## src/rtl/pipelined_tree_multiplier.sv

```systemverilog
`default_nettype none
// ============================================================================
//  Module   : pipelined_tree_multiplier
//  Brief    : Three-stage WIDTH x WIDTH multiplier. Baugh-Wooley partial
//             products are compressed by an FA/HA tree and summed with a
//             Sklansky prefix adder. Each stage has a valid/ready handshake.
//  Revision : 1.0  initial pipelined release
// ============================================================================
module pipelined_tree_multiplier #(
   parameter int WIDTH = 8,
   parameter int TAG_W = 4
) (
   input  logic               clk,
   input  logic               rst,
   input  logic               in_valid,
   output logic               in_ready,
   input  logic [WIDTH-1:0]   x,
   input  logic [WIDTH-1:0]   y,
   input  logic               signed_mode,
   input  logic [TAG_W-1:0]   in_tag,
   output logic               out_valid,
   input  logic               out_ready,
   output logic [2*WIDTH-1:0] o,
   output logic [TAG_W-1:0]   out_tag
);

   localparam int PW   = 2 * WIDTH;     // product width
   localparam int MAXH = WIDTH + 2;     // headroom for the tallest column
   localparam int NLVL = 12;            // enough Wallace levels for WIDTH<=32
   localparam int LV   = $clog2(PW);    // prefix-adder levels

   typedef logic [MAXH-1:0] col_t;

   // Bit k of a column, read via shift so the index can be data-sized.
   function automatic logic col_bit(input col_t v, input int k);
      col_t t;
      t = v >> k;
      return t[0];
   endfunction

   function automatic logic row_bit(input logic [PW-1:0] v, input int k);
      logic [PW-1:0] t;
      t = v >> k;
      return t[0];
   endfunction

   // Builds the partial-product matrix and compresses it to two rows.
   // Returns {carry_row, sum_row}.
   function automatic logic [2*PW-1:0] csa_rows(input logic [WIDTH-1:0] a,
                                                input logic [WIDTH-1:0] b,
                                                input logic             sm);
      col_t         m  [PW];
      col_t         nm [PW];
      int           h  [PW];
      int           nh [PW];
      int           hmax;
      int           cn;
      logic         pb, b0, b1, b2, s, cy;
      logic [PW-1:0] s_row, c_row;
      hmax = 0; cn = 0;
      pb = 1'b0; b0 = 1'b0; b1 = 1'b0; b2 = 1'b0; s = 1'b0; cy = 1'b0;
      s_row = '0; c_row = '0;
      for (int c = 0; c < PW; c++) begin
         m[c] = '0; h[c] = 0; nm[c] = '0; nh[c] = 0;
      end
      // Baugh-Wooley: cross terms touching exactly one operand MSB are
      // inverted in signed mode; the MSB*MSB term stays positive.
      for (int i = 0; i < WIDTH; i++) begin
         for (int j = 0; j < WIDTH; j++) begin
            pb = a[j] & b[i];
            if (sm && ((i == WIDTH-1) != (j == WIDTH-1)))
               pb = ~pb;
            m[i+j] = m[i+j] | ({{(MAXH-1){1'b0}}, pb} << h[i+j]);
            h[i+j] = h[i+j] + 1;
         end
      end
      // Correction constants at columns WIDTH and 2*WIDTH-1 (signed only).
      m[WIDTH] = m[WIDTH] | ({{(MAXH-1){1'b0}}, sm} << h[WIDTH]);
      h[WIDTH] = h[WIDTH] + 1;
      m[PW-1]  = m[PW-1] | ({{(MAXH-1){1'b0}}, sm} << h[PW-1]);
      h[PW-1]  = h[PW-1] + 1;
      // Wallace levels: triples go to FAs, a leftover pair to an HA, until
      // every column holds at most two bits. Carries out of the top column
      // are dropped (result is modulo 2^PW).
      for (int lv = 0; lv < NLVL; lv++) begin
         hmax = 0;
         for (int c = 0; c < PW; c++)
            if (h[c] > hmax) hmax = h[c];
         if (hmax > 2) begin
            for (int c = 0; c < PW; c++) begin
               nm[c] = '0; nh[c] = 0;
            end
            for (int c = 0; c < PW; c++) begin
               cn = (c + 1 < PW) ? c + 1 : c;
               for (int k = 0; k < MAXH; k += 3) begin
                  if (k + 2 < h[c]) begin
                     b0 = col_bit(m[c], k);
                     b1 = col_bit(m[c], k + 1);
                     b2 = col_bit(m[c], k + 2);
                     s  = b0 ^ b1 ^ b2;
                     cy = (b0 & b1) | (b0 & b2) | (b1 & b2);
                     nm[c] = nm[c] | ({{(MAXH-1){1'b0}}, s} << nh[c]);
                     nh[c] = nh[c] + 1;
                     if (c + 1 < PW) begin
                        nm[cn] = nm[cn] | ({{(MAXH-1){1'b0}}, cy} << nh[cn]);
                        nh[cn] = nh[cn] + 1;
                     end
                  end else if (k + 1 < h[c]) begin
                     b0 = col_bit(m[c], k);
                     b1 = col_bit(m[c], k + 1);
                     s  = b0 ^ b1;
                     cy = b0 & b1;
                     nm[c] = nm[c] | ({{(MAXH-1){1'b0}}, s} << nh[c]);
                     nh[c] = nh[c] + 1;
                     if (c + 1 < PW) begin
                        nm[cn] = nm[cn] | ({{(MAXH-1){1'b0}}, cy} << nh[cn]);
                        nh[cn] = nh[cn] + 1;
                     end
                  end else if (k < h[c]) begin
                     b0 = col_bit(m[c], k);
                     nm[c] = nm[c] | ({{(MAXH-1){1'b0}}, b0} << nh[c]);
                     nh[c] = nh[c] + 1;
                  end
               end
            end
            for (int c = 0; c < PW; c++) begin
               m[c] = nm[c]; h[c] = nh[c];
            end
         end
      end
      for (int c = 0; c < PW; c++) begin
         s_row[c] = col_bit(m[c], 0);
         c_row[c] = col_bit(m[c], 1);
      end
      return {c_row, s_row};
   endfunction

   // Sklansky prefix adder. Each node at level l merges with the top of the
   // lower half of its 2^(l+1) block; group-propagate is computed at every
   // node (black cell) even where only generate is needed (grey cell).
   function automatic logic [PW-1:0] prefix_add(input logic [PW-1:0] a,
                                                input logic [PW-1:0] b);
      logic [PW-1:0] p, gg, pg, gn, pn;
      int            j;
      p  = a ^ b;
      gg = a & b;
      pg = p;
      gn = gg;
      pn = pg;
      j  = 0;
      for (int l = 0; l < LV; l++) begin
         gn = gg;
         pn = pg;
         for (int i = 0; i < PW; i++) begin
            if (((i >> l) & 1) == 1) begin
               j     = ((i >> l) << l) - 1;
               gn[i] = gg[i] | (pg[i] & row_bit(gg, j));
               pn[i] = pg[i] & row_bit(pg, j);
            end
         end
         gg = gn;
         pg = pn;
      end
      return p ^ {gg[PW-2:0], 1'b0};
   endfunction

   // Stage registers
   logic               s1_valid;
   logic [WIDTH-1:0]   s1_x;
   logic [WIDTH-1:0]   s1_y;
   logic               s1_signed;
   logic [TAG_W-1:0]   s1_tag;
   logic               s2_valid;
   logic [PW-1:0]      s2_sum;
   logic [PW-1:0]      s2_carry;
   logic [TAG_W-1:0]   s2_tag;

   logic               adv1, adv2, adv3;
   logic [2*PW-1:0]    tree_rows;
   logic [PW-1:0]      final_sum;

   // Handshake: a stage loads when empty or when its contents move on.
   always_comb begin
      adv3     = out_valid && out_ready;
      adv2     = s2_valid && (!out_valid || adv3);
      adv1     = s1_valid && (!s2_valid || adv2);
      in_ready = !s1_valid || adv1;
   end

   // Combinational datapath between registered stages.
   always_comb begin
      tree_rows = csa_rows(s1_x, s1_y, s1_signed);
      final_sum = prefix_add(s2_sum, s2_carry);
   end

   // Stage 1: capture operands on acceptance.
   always_ff @(posedge clk) begin
      if (rst) begin
         s1_valid  <= 1'b0;
         s1_x      <= '0;
         s1_y      <= '0;
         s1_signed <= 1'b0;
         s1_tag    <= '0;
      end else if (in_ready) begin
         s1_valid <= in_valid;
         if (in_valid) begin
            s1_x      <= x;
            s1_y      <= y;
            s1_signed <= signed_mode;
            s1_tag    <= in_tag;
         end
      end
   end

   // Stage 2: capture the two carry-save rows from the compression tree.
   always_ff @(posedge clk) begin
      if (rst) begin
         s2_valid <= 1'b0;
         s2_sum   <= '0;
         s2_carry <= '0;
         s2_tag   <= '0;
      end else if (!s2_valid || adv2) begin
         s2_valid <= s1_valid;
         if (s1_valid) begin
            s2_sum   <= tree_rows[PW-1:0];
            s2_carry <= tree_rows[2*PW-1:PW];
            s2_tag   <= s1_tag;
         end
      end
   end

   // Stage 3: final product; held while the consumer stalls.
   always_ff @(posedge clk) begin
      if (rst) begin
         out_valid <= 1'b0;
         o         <= '0;
         out_tag   <= '0;
      end else if (!out_valid || adv3) begin
         out_valid <= s2_valid;
         if (s2_valid) begin
            o       <= final_sum;
            out_tag <= s2_tag;
         end
      end
   end

endmodule
`default_nettype wire

```

## config.mk

```make
export PLATFORM = sky130hd
export DESIGN_NAME = pipelined_tree_multiplier
export DESIGN_NICKNAME = d
export VERILOG_FILES = /design/src/rtl/pipelined_tree_multiplier.sv
export SDC_FILE = /design/constraint.sdc
export NUM_CORES = 1
export LEC_CHECK = 0
export BUFFER_PORTS_ARGS = -buffer_cell sky130_fd_sc_hd__buf_2
export CAP_MARGIN = 15
export CORE_MARGIN = 1
export CORE_UTILIZATION = 60
export CTS_CLUSTER_SIZE = 40
export DETAILED_ROUTE_END_ITERATION = 8
export PLACE_DENSITY = 0.86
export SETUP_SLACK_MARGIN = 0.2
export SLEW_MARGIN = 15
export SYNTH_ARGS = -nofsm -noshare
export SYNTH_HDL_FRONTEND = slang
export SYNTH_SLANG_ARGS = --single-unit
export TNS_END_PERCENT = 30
```

## constraint.sdc

```tcl
create_clock -name clk -period 4.7 [get_ports clk]
set_input_delay 1.41 -clock clk [delete_from_list [all_inputs] [get_ports clk]]
set_output_delay 1.41 -clock clk [all_outputs]
set_load 0.05 [all_outputs]
```

==> metrics.md, run 1 <==
| Metric | Value |
|---|---|
| P&R area growth vs syn | `8.387%` |
| Async SR Flop Fraction | `0` |
| Grt total ovfl | `0` |
| Worst-path clk slew | `0.09 ns` |
| Multi-input logic area | `0.002885 sq mm` |
| Syn nets | `655` |
| Hold crit path type | `reg -> reg` |
| Place WS | `1.158 ns` |
| Arrival @ worst endpoint | `2.14 ns` |
| Fmax | `281.7 MHz` |
| DR WL/cell | `14.40 um` |
| Postcts setup bufs | `0` |
| Synth Flop Type | `dfxtp_1` |
| CP required | `3.29 ns` |
| Mapped Cells | `557` |
| Vias in the first global route | `3883` |
| Setup TNS | `0 ns` |
| Die span in x | `90.22 um` |
| Initial antenna violation count | `0` |
| Detailed-route wire length | `9818 um` |
| Die Ht | `90.22 um` |
| Peak supply drop | `0.1983 mV` |
| Fin. Hold Viols | `0` |
| CTS tree | `done` |
| Buffers added on ports | `46` |
| Share of layout cells above drive strength 1 | `0.1218` |
| Worst-skew pair later-pin latency | `0.36 ns` |
| Post-Syn Area | `0.004669 sq mm` |
| Fillers | `588` |
| # DRC | `0` |
| Via-to-Cell Ratio | `5.485` |
| Starting Density | `0.6336` |
| Largest cells by area after synthesis | `dfxtp_1 (32%), fa_1 (17%), nand2_1 (14%), ha_1 (9.1%), a21oi_1 (7.9%)` |
| Core Area | `0.007370 sq mm` |
| Max_slew headroom | `0.2942` |
| Reg-to-Reg Start | `s1_signed` |
| Max Clock Skew | `0.01352 ns` |
| Slew @ Worst Pin | `1.055 ns` |
| Antenna-violating nets left | `0` |
| Dpl hpwl | `7049 um` |
| Worst reg2reg endpoint | `s2_carry[10]` |
| CP Launch Type | `input port` |
| Post-CTS Resized | `0` |
| Pleak | `2.262 nW` |
| # diodes | `0` |
| Rows | `31` |
| Clock buffer depth | `2` |
| Post-synth EDFFs | `0` |
| GP Congestion | `0.9069` |
| WHS Endpoint | `out_tag[2]` |
| Synth Register Bits | `75` |
| Largest area contributor in the netlist | `dfxtp_1` |
| FF/Latch Area | `0.001501 sq mm` |
| Clock Tree Root | `clkbuf_8` |
| Slew Viols, Final | `0` |
| Syn avg cell area | `8.383 sq um` |
| Unrepaired setup endpoints after global routing | `no` |
| Hold path start | `s2_tag[2]` |
| Crit end category | `primary output` |
| Count of final setup violators | `0` |
| Fin nets | `676` |
| # IOs | `47` |
| TritonCTS Sinks | `75` |
| Area share of the largest cell type after synthesis | `0.3215` |
| Fin crit period | `3.550 ns` |
| Reg-to-reg slack, setup | `1.19 ns` |
| Crit Path Class | `in -> out` |
| Final worst-path cycle share | `0.7554` |
| Routed vias | `3741` |
| Worst R2R Path Depth | `9` |
| Pin count of the biggest net entering global routing | `46` |
| Max-cap violations | `0` |
| Iter 0 DRT Violations | `160` |
| All-Layer GR Usage | `0.2698` |
| Pwr dens | `259.8 mW/mm^2` |
| Hold path cells | `2` |
| Inserted Clock Buffers | `9` |
| PnR worst setup slack | `1.150 ns` |
| Seq/Total Area, Yosys | `0.3215` |
| Outcome | `finished, final reports clean` |
| H-tree Lvls | `3` |
| Distinct cell type count of the synthesized netlist | `36` |
| Synthesis Warnings | `0` |
| First-pass GRT wire length | `17510 um` |
| DIE AREA | `0.008140 sq mm` |
| Max FO, Critical Path | `7` |
| CTS Hold Bufs | `0` |
| DR pass1 iterations | `4` |
==> sequential cells by signal (all words and copies together) (netlist names) <==
name	flops
s1_valid	1
s1_x	8
out_valid	1
out_tag	4
s1_tag	4
s1_y	8
s2_tag	4
s2_sum	16
s2_carry	11
o	16
s1_signed	1
s2_valid	1
==> kinds of logic (layout without fill, tap and decap cells) <==
family                     Yosys count  count (layout)  share of synthesized area
buffers and inverters               72              98                    0.06190
DFF                                 75              75                     0.3215
xor gates and xnor gates            21              21                    0.03939
adders and majority gates           73              73                     0.2583
and+or+nand+nor                    223             223                     0.2069
AOI/OAI and AO/OA                   93              93                     0.1120
==> Yosys cell counts (all sizes together), types with 2 or more instances <==
cell type  count
a211oi         3
buf           11
nand3          5
fa            39
o22ai          2
inv           35
nand2b         3
a21oi         75
o21ai          5
a21o           2
xor2           4
clkbuf        26
nor3           2
or3            2
nor2           7
dfxtp         75
ha            34
and2          31
nand2        170
xnor2         17
==> cell type report <==
class                   instances  area share
well taps                      99     0.02447
inverters                      35     0.02596
multi-input cells             410      0.5701
flip-flops and latches         75      0.2967
clock buffers                   9     0.02447
repair buffers                 47     0.04697
clock inverters                 7     0.01137
==> per-stage QoR <==
stage          cell area, sq um  hold slack (ns)  utilization  power (W)  std cells
2_1_floorplan              4669           0.4321            -  0.0008091        557
4_1_cts                    5061           0.4520       0.6868   0.001320        682
5_1_grt                    5061           0.4677       0.6868   0.001378        682
6_report                   5061           0.4482       0.6868   0.001315        682
3_3_place_gp               4880           0.4364       0.6621  0.0008447        666
3_5_place_dp               4880           0.4454       0.6621  0.0008523        666
==> how the worst max path moves through the flow <==
stage	from	to	slack, ns	depth (start not counted)
4_1_cts	out_ready	in_ready	1.15	4
3_5_place_dp	out_ready	in_ready	1.16	4
6_report	out_ready	in_ready	1.15	4
3_3_place_gp	out_ready	in_ready	1.17	4
5_1_grt	s1_signed	s2_carry[10]	1.00	9
2_1_floorplan	out_ready	in_ready	1.30	2
==> layer usage <==
layer / vias to the layer above / share of wire / track usage
met1: 1791 / 0.41 / 0.3187
met3: 26 / 0.042 / 0.05076
li1: 1806 / - / -
met5: - / 0 / 0
met4: 0 / 0.028 / 0.1102
met2: 118 / 0.52 / 0.4803
==> worst max-delay path: stages <==
cell,delay [ns]
buf_2,0.11
nor2b_4,0.20
nand3_1,0.16
buf_2,0.26
==> where the power goes <==
| part | total [W] | internal [W] | switching (W) |
|---|---|---|---|
| clock network | 0.000475 | 0.000200 | 0.000275 |
| registers | 0.000686 | 0.000655 | 0.0000310 |
| logic | 0.000155 | 0.0000601 | 0.0000946 |
==> cells in the final DEF, fill, tap and decap left out, drive strengths merged <==
| cell type | count |
|---|---|
| nor2b | 1 |
| inv | 39 |
| o211a | 1 |
| clkinv | 1 |
| a21o | 2 |
| a211oi | 3 |
| clkinvlp | 2 |
| and2 | 31 |
| o21ai | 5 |
| and2b | 1 |
| or3 | 2 |
| nor2 | 7 |
| xnor2 | 17 |
| o211ai | 1 |
| fa | 39 |
| a21oi | 75 |
| clkbuf | 9 |
| nor3b | 1 |
| dfxtp | 75 |
| nand2 | 170 |
| o41ai | 1 |
| ha | 34 |
| a31oi | 1 |
| nand3 | 5 |
| o22ai | 2 |
| o221ai | 1 |
| xor2 | 4 |
| nand2b | 3 |
| nor3 | 2 |
| buf | 47 |
| a31o | 1 |
(Power assumes the default switching activity.)
==> run 2, diff against run 1 <==
==> constraint.sdc (replaced) <==
create_clock -name clk -period 3.5 [get_ports clk]
set_input_delay 1.05 -clock clk [delete_from_list [all_inputs] [get_ports clk]]
set_output_delay 1.05 -clock clk [all_outputs]
set_load 0.05 [all_outputs]
==> metrics.md, run 2 (same netlist as run 1, synthesis figures left out) <==
| Metric | Value |
|---|---|
| Worst-skew pair later-pin latency | `0.37 ns (about the same)` |
| Hold_ws | `0.4563 ns (+0.008122 ns)` |
| GP Congestion | `0.8763 (-3.4%)` |
| Initial antenna violation count | `0 (unchanged)` |
| Die span in x | `90.22 um (unchanged)` |
| DR pass1 iterations | `4 (unchanged)` |
| Biggest regs | `o x16, s2_sum x16, s2_carry x11` |
| Detailed-route wire length | `9762 um (-0.57%)` |
| Reg-to-Reg Start | `s1_y[0]` |
| Slew Viols, Final | `0 (unchanged)` |
| Clock buffer depth | `2 (unchanged)` |
| CTS Hold Bufs | `0 (unchanged)` |
| # IOs | `47 (unchanged)` |
| Inserted Clock Buffers | `9 (unchanged)` |
| Die Ht | `90.22 um (unchanged)` |
| CP required | `3.79 ns (+0.50 ns)` |
| Antenna-violating nets left | `0 (unchanged)` |
| Most common cell after layout, fill and taps aside | `nand2_1` |
| Worst-path clk slew | `0.09 ns (about the same)` |
| DR WL/cell | `14.19 um (-1.4%)` |
| Pwr dens | `347.3 mW/mm^2 (+34%)` |
| DIE AREA | `0.008140 sq mm (unchanged)` |
| Unrepaired setup endpoints after global routing | `no` |
| Crit end category | `register` |
| # DRC | `0 (unchanged)` |
| Starting Density | `0.6336 (unchanged)` |
| Pin count of the biggest net entering global routing | `38 (-17%)` |
| Crit Path Class | `reg -> reg` |
| Final non-filler cell total | `688 (+0.88%)` |
| Reg-to-reg slack, setup | `0.41 ns (-0.78 ns)` |
| First-pass GRT wire length | `17240 um (-1.5%)` |
| Hold crit path type | `reg -> reg` |
| # diodes | `0 (unchanged)` |
| Max Clock Skew | `0.009698 ns (-0.003819 ns)` |
| Total power | `0.001774 W (+35%)` |
| Rows | `31 (unchanged)` |
| Pleak | `2.292 nW (+1.3%)` |
| CP endpoint | `s2_carry[7]` |
| H-tree Lvls | `3 (unchanged)` |
| Worst R2R Path Depth | `10 (+1)` |
| CP Launch Type | `register` |
| Worst Setup SP | `s1_y[0]` |
| Fin. Hold Viols | `0 (unchanged)` |
| Fin nets | `682 (+0.89%)` |
| PnR worst setup slack | `0.4149 ns (-0.7347 ns)` |
| Iter 0 DRT Violations | `155 (-3.1%)` |
| Peak supply drop | `0.2567 mV (+29%)` |
| Max-cap violations | `0 (unchanged)` |
| CTS tree | `done` |
| Via-to-Cell Ratio | `5.452 (-0.61%)` |
| Outcome | `finished, final reports clean` |
| All-Layer GR Usage | `0.2640 (-0.005838)` |
| Fmax | `324.1 MHz` |
| Most frequent cells in the layout | `nand2_1 (170), a21oi_1 (74), dfxtp_1 (73)` |
| Count of final setup violators | `0 (unchanged)` |
| Place WS | `0.3669 ns (-0.7914 ns)` |
| Inst Count DP | `672 (+0.90%)` |
| Grt total ovfl | `0 (unchanged)` |
| Clock Tree Root | `clkbuf_8` |
| Buffers added on ports | `46 (unchanged)` |
| Post-CTS Resized | `0 (unchanged)` |
| Max FO, Critical Path | `9 (+2)` |
| Final worst-path cycle share | `0.8815` |
| Vias in the first global route | `3843 (-1.0%)` |
| P&R area growth vs syn | `9.405%` |
| Fin crit period | `3.085 ns` |
| Dpl hpwl | `7161 um (+1.6%)` |
| Share of layout cells above drive strength 1 | `0.1341 (+0.01234)` |
| Arrival @ worst endpoint | `3.38 ns (+1.24 ns)` |
| Slew @ Worst Pin | `0.7443 ns (-0.3111 ns)` |
| TritonCTS Sinks | `75 (unchanged)` |
| Setup TNS | `0 ns (unchanged)` |
| Core Area | `0.007370 sq mm (unchanged)` |
| Worst reg2reg endpoint | `s2_carry[7]` |
| Max_slew headroom | `0.5026 (+0.2085)` |
| Postcts setup bufs | `0 (unchanged)` |
| Routed vias | `3751 (+0.27%)` |
## run 2: cell count changes in the layout (fill, tap and decap cells not counted)
cell / delta
dfxtp_1: -2
buf_4: +6
dfxtp_2: +2
## run 2: how the worst min path moves through the flow
stage | from | slack [ns] | depth (start not counted) | endpoint
finish | o[7] | 0.46 | 2 | o[7]
global route | s1_tag[2] | 0.48 | 2 | s1_tag[2]
CTS | out_tag[2] | 0.46 | 2 | out_tag[2]
detailed placement | o[11] | 0.45 | 2 | o[11]
global placement | o[11] | 0.43 | 2 | o[11]
floorplan | s1_tag[0] | 0.43 | 2 | s2_tag[0]
## run 2: power by group
group / switching (W) / total (W) / internal, W / leakage [nW]
clock: 0.000368 / 0.000636 / 0.000268 / 0.0886
combinational: 0.000135 / 0.000222 / 0.0000866 / 1.59
sequential: 0.0000368 / 0.000916 / 0.000879 / 0.611
## run 2: through the flow
stage,utilization,area (sq um)
finish,0.6932,5109
global route,0.6932,5109
CTS,0.6929,5106
detailed placement,0.6683,4925
global placement,0.6683,4925
floorplan,-,4669
## run 2: worst max-delay path, cell delays in order (launching register included)
cell and delay [ns]:
dfxtp_1 0.49, nand2_1 0.11, xnor2_1 0.15, fa_1 0.55
inv_1 0.05, fa_1 0.47, inv_1 0.05, fa_1 0.46
fa_1 0.51, nand2_1 0.05, a21oi_1 0.12
## run 2: cell type report
type	instances	area, sq um
clock inverter	7	57.56
multi-input combinational	410	2885
timing repair buffer	53	282.8
inverter	35	131.4
sequential	75	1504
tap	99	123.9
fill	590	2261
clock buffer	9	123.9
## run 2: metal layers
layer  GRT usage  vias to the layer above  part of all wire
met1      0.3172                     1812              0.41
met5           0                        -                 0
met3     0.05922                       22             0.052
met4     0.09005                        0             0.025
li1            -                     1823                 -
met2      0.4644                       94              0.51
==> run 3, diff against run 2 <==
--- a/config.mk
+++ b/config.mk
@@ -6,11 +6,11 @@
 export NUM_CORES = 1
 export LEC_CHECK = 0
 export BUFFER_PORTS_ARGS = -buffer_cell sky130_fd_sc_hd__buf_2
-export CAP_MARGIN = 15
 export CORE_MARGIN = 1
 export CORE_UTILIZATION = 60
 export CTS_CLUSTER_SIZE = 40
 export DETAILED_ROUTE_END_ITERATION = 8
+export MAX_ROUTING_LAYER = met4
 export PLACE_DENSITY = 0.86
 export SETUP_SLACK_MARGIN = 0.2
 export SLEW_MARGIN = 15
==> constraint.sdc (replaced) <==
create_clock -name clk -period 3.5 [get_ports clk]
set_input_delay 0.175 -clock clk [delete_from_list [all_inputs] [get_ports clk]]
set_output_delay 0.175 -clock clk [all_outputs]
set_load 0.05 [all_outputs]
==> metrics.md, run 3 (same netlist as run 1, synthesis figures left out) <==
| Metric | Value |
|---|---|
| Hold_ws | `0.04704 ns (-0.4093 ns)` |
| Pin count of the biggest net entering global routing | `44 (+16%)` |
| Pleak | `2.283 nW (-0.38%)` |
| Hold crit path type | `in -> reg` |
| CTS Hold Bufs | `0 (unchanged)` |
| Outcome | `finished, final reports clean` |
| Detailed-route wire length | `9908 um (+1.5%)` |
| CTS tree | `done` |
| FF/Latch Area | `0.001504 sq mm (unchanged)` |
| CP required | `3.78 ns (about the same)` |
| Multi-input logic area | `0.002885 sq mm (unchanged)` |
| Die span in x | `90.22 um (unchanged)` |
| Worst-path clk slew | `0.09 ns (about the same)` |
| Most common cell after layout, fill and taps aside | `nand2_1` |
| Final instance area | `0.005094 sq mm (-0.29%)` |
| Max_slew headroom | `0.2924 (-0.2102)` |
| Fmax | `322.1 MHz (-0.64%)` |
| Slowest-stage cell, CP | `fa_1` |
| Most used cell, CP | `fa_1` |
| Reg-to-Reg Start | `s1_y[0]` |
| Post-DP Area | `0.004910 sq mm (-0.30%)` |
| Flop pwr share | `0.518 (+0.002)` |
| H-tree Lvls | `3 (unchanged)` |
| CP top delay family | `adder cells` |
| Worst reg2reg endpoint | `s2_carry[7]` |
| Via-to-Cell Ratio | `5.449 (about the same)` |
| Crit Path Class | `reg -> reg` |
| First-pass GRT wire length | `17240 um (about the same)` |
| Max FO, Critical Path | `9 (unchanged)` |
| Met1 WL | `4067 um (+1.8%)` |
| Critical path cell sequence | `nand2_1, xnor2_1, fa_1, inv_1, fa_1, inv_1, fa_1, fa_1, nand2_1, a21oi_1` |
| Buffers added on ports | `46 (unchanged)` |
| Count of final setup violators | `0 (unchanged)` |
| Peak supply drop | `0.2806 mV (+9.3%)` |
| Met2 wire length | `5056 um (+0.76%)` |
| All-Layer GR Usage | `0.2760 (+0.01205)` |
| P&R area growth vs syn | `9.084%` |
| CP Launch Type | `register` |
| Critical path's largest stage delay | `0.55 ns (about the same)` |
| Routed vias | `3738 (-0.35%)` |
| Antenna-violating nets left | `0 (unchanged)` |
| DIE AREA | `0.008140 sq mm (unchanged)` |
| Worst R2R Path Depth | `10 (unchanged)` |
| Inserted Clock Buffers | `9 (unchanged)` |
| Starting Density | `0.6336 (unchanged)` |
| Worst Setup SP | `s1_y[0]` |
| CP bufs+invs | `2 (unchanged)` |
| Sw Pwr | `0.0005344 W (-1.0%)` |
| PnR worst setup slack | `0.3950 ns (-0.01992 ns)` |
| Dpl hpwl | `7340 um (+2.5%)` |
| # IOs | `47 (unchanged)` |
| Sw frac | `0.3025 (-0.001926)` |
| # DRC | `0 (unchanged)` |
| Met3 wire len | `501 um (-0.79%)` |
| DR WL/cell | `14.44 um (+1.8%)` |
| TritonCTS Sinks | `75 (unchanged)` |
| Top Layer Used | `met4` |
| Int Power | `0.001232 W (-0.14%)` |
| Core Area | `0.007370 sq mm (unchanged)` |
| Clock power frac | `0.358 (about the same)` |
| Clock buffer depth | `2 (unchanged)` |
| Unrepaired setup endpoints after global routing | `no` |
| # diodes | `0 (unchanged)` |
| DR pass1 iterations | `4 (unchanged)` |
| Fin. Hold Viols | `0 (unchanged)` |
| Clock Tree Root | `clkbuf_8` |
| Die Ht | `90.22 um (unchanged)` |
| Share of layout cells above drive strength 1 | `0.1312 (-0.002950)` |
| Setup TNS | `0 ns (unchanged)` |
| Pwr dens | `346.9 mW/mm^2 (-0.13%)` |
| Max Clock Skew | `0.01236 ns (+0.002660 ns)` |
| Initial antenna violation count | `0 (unchanged)` |
| Fin nets | `680 (-0.29%)` |
| Arrival @ worst endpoint | `3.39 ns (about the same)` |
| Worst-skew pair later-pin latency | `0.36 ns (about the same)` |
| Iter 0 DRT Violations | `117 (-25%)` |
| Crit end category | `register` |
| Max-cap violations | `0 (unchanged)` |
| Fillers | `592 (+0.34%)` |
| Slew Viols, Final | `0 (unchanged)` |
| Vias in the first global route | `3873 (+0.78%)` |
| Place WS | `0.3529 ns (-0.01400 ns)` |
| Biggest regs | `o x16, s2_sum x16, s2_carry x11` |
| Reg-to-reg slack, setup | `0.39 ns (-0.02 ns)` |
| CP endpoint | `s2_carry[7]` |
| Rows | `31 (unchanged)` |
| Final worst-path cycle share | `0.8871 (+0.005691)` |
| Finished Core Util | `0.6912 (-0.002038)` |
| Most frequent cells in the layout | `nand2_1 (170), a21oi_1 (74), dfxtp_1 (73)` |
| Fin crit period | `3.105 ns (+0.01992 ns)` |
| Grt total ovfl | `0 (unchanged)` |
| Crit. path cell count | `10 (unchanged)` |
| Slew @ Worst Pin | `1.058 ns (+0.3138 ns)` |
| Comb pwr share | `0.124 (about the same)` |
| GP Congestion | `0.8603 (-1.8%)` |
-- run 3: cell count changes in the layout (fill, tap and decap cells not counted) --
| cell | change |
|---|---|
| buf_4 | -2 |
-- run 3: metrics by stage --
stage | instances | power, W
finish | 686 | 0.001767
global route | 686 | 0.001851
CTS | 686 | 0.001776
detailed placement | 670 | 0.001153
global placement | 670 | 0.001140
floorplan | 557 | 0.001086
-- run 3: power groups by stage --
stage          logic (W)  clock network, W  registers [W]
6_report        0.000220          0.000632       0.000915
4_1_cts         0.000221          0.000641       0.000914
3_5_place_dp    0.000219                 0       0.000934
5_1_grt         0.000250          0.000681       0.000920
2_1_floorplan   0.000165                 0       0.000921
3_3_place_gp    0.000207                 0       0.000933
-- run 3: what timing repair did --
action                     in CTS  in global routing
setup buffers                   0                  0
setup endpoints to repair       0                  1
gates resized for setup         0                  2
-- run 3: layout make-up --
type	instances	share of cell area
clock buffers	9	0.02432
flip-flops and latches	75	0.2953
well taps	99	0.02432
clock inverters	7	0.01130
inverters	35	0.02579
multi-input cells	410	0.5664
repair buffers	51	0.05257
-- run 3: tightest hold or removal path, cell delays in order --
cell,delay [ns]
buf_2,0.09
nand2_1,0.05
a21oi_1,0.05
-- run 3: how the worst min path moves through the flow --
stage	startpoint	endpoint	depth (start not counted)
final	in_tag[2]	s1_tag[2]	3
after global routing	in_tag[2]	s1_tag[2]	3
after CTS	x[5]	s1_x[5]	3
after detailed placement	in_tag[2]	s1_tag[2]	3
after global placement	y[7]	s1_y[7]	3
after floorplan	in_tag[0]	s1_tag[0]	2
-- run 3: routing by layer --
metal / up-vias / track usage
li1: 1814 / -
met1: 1795 / 0.3108
met2: 105 / 0.4796
met3: 24 / 0.04907
met4: 0 / 0.1210
met5: - / -
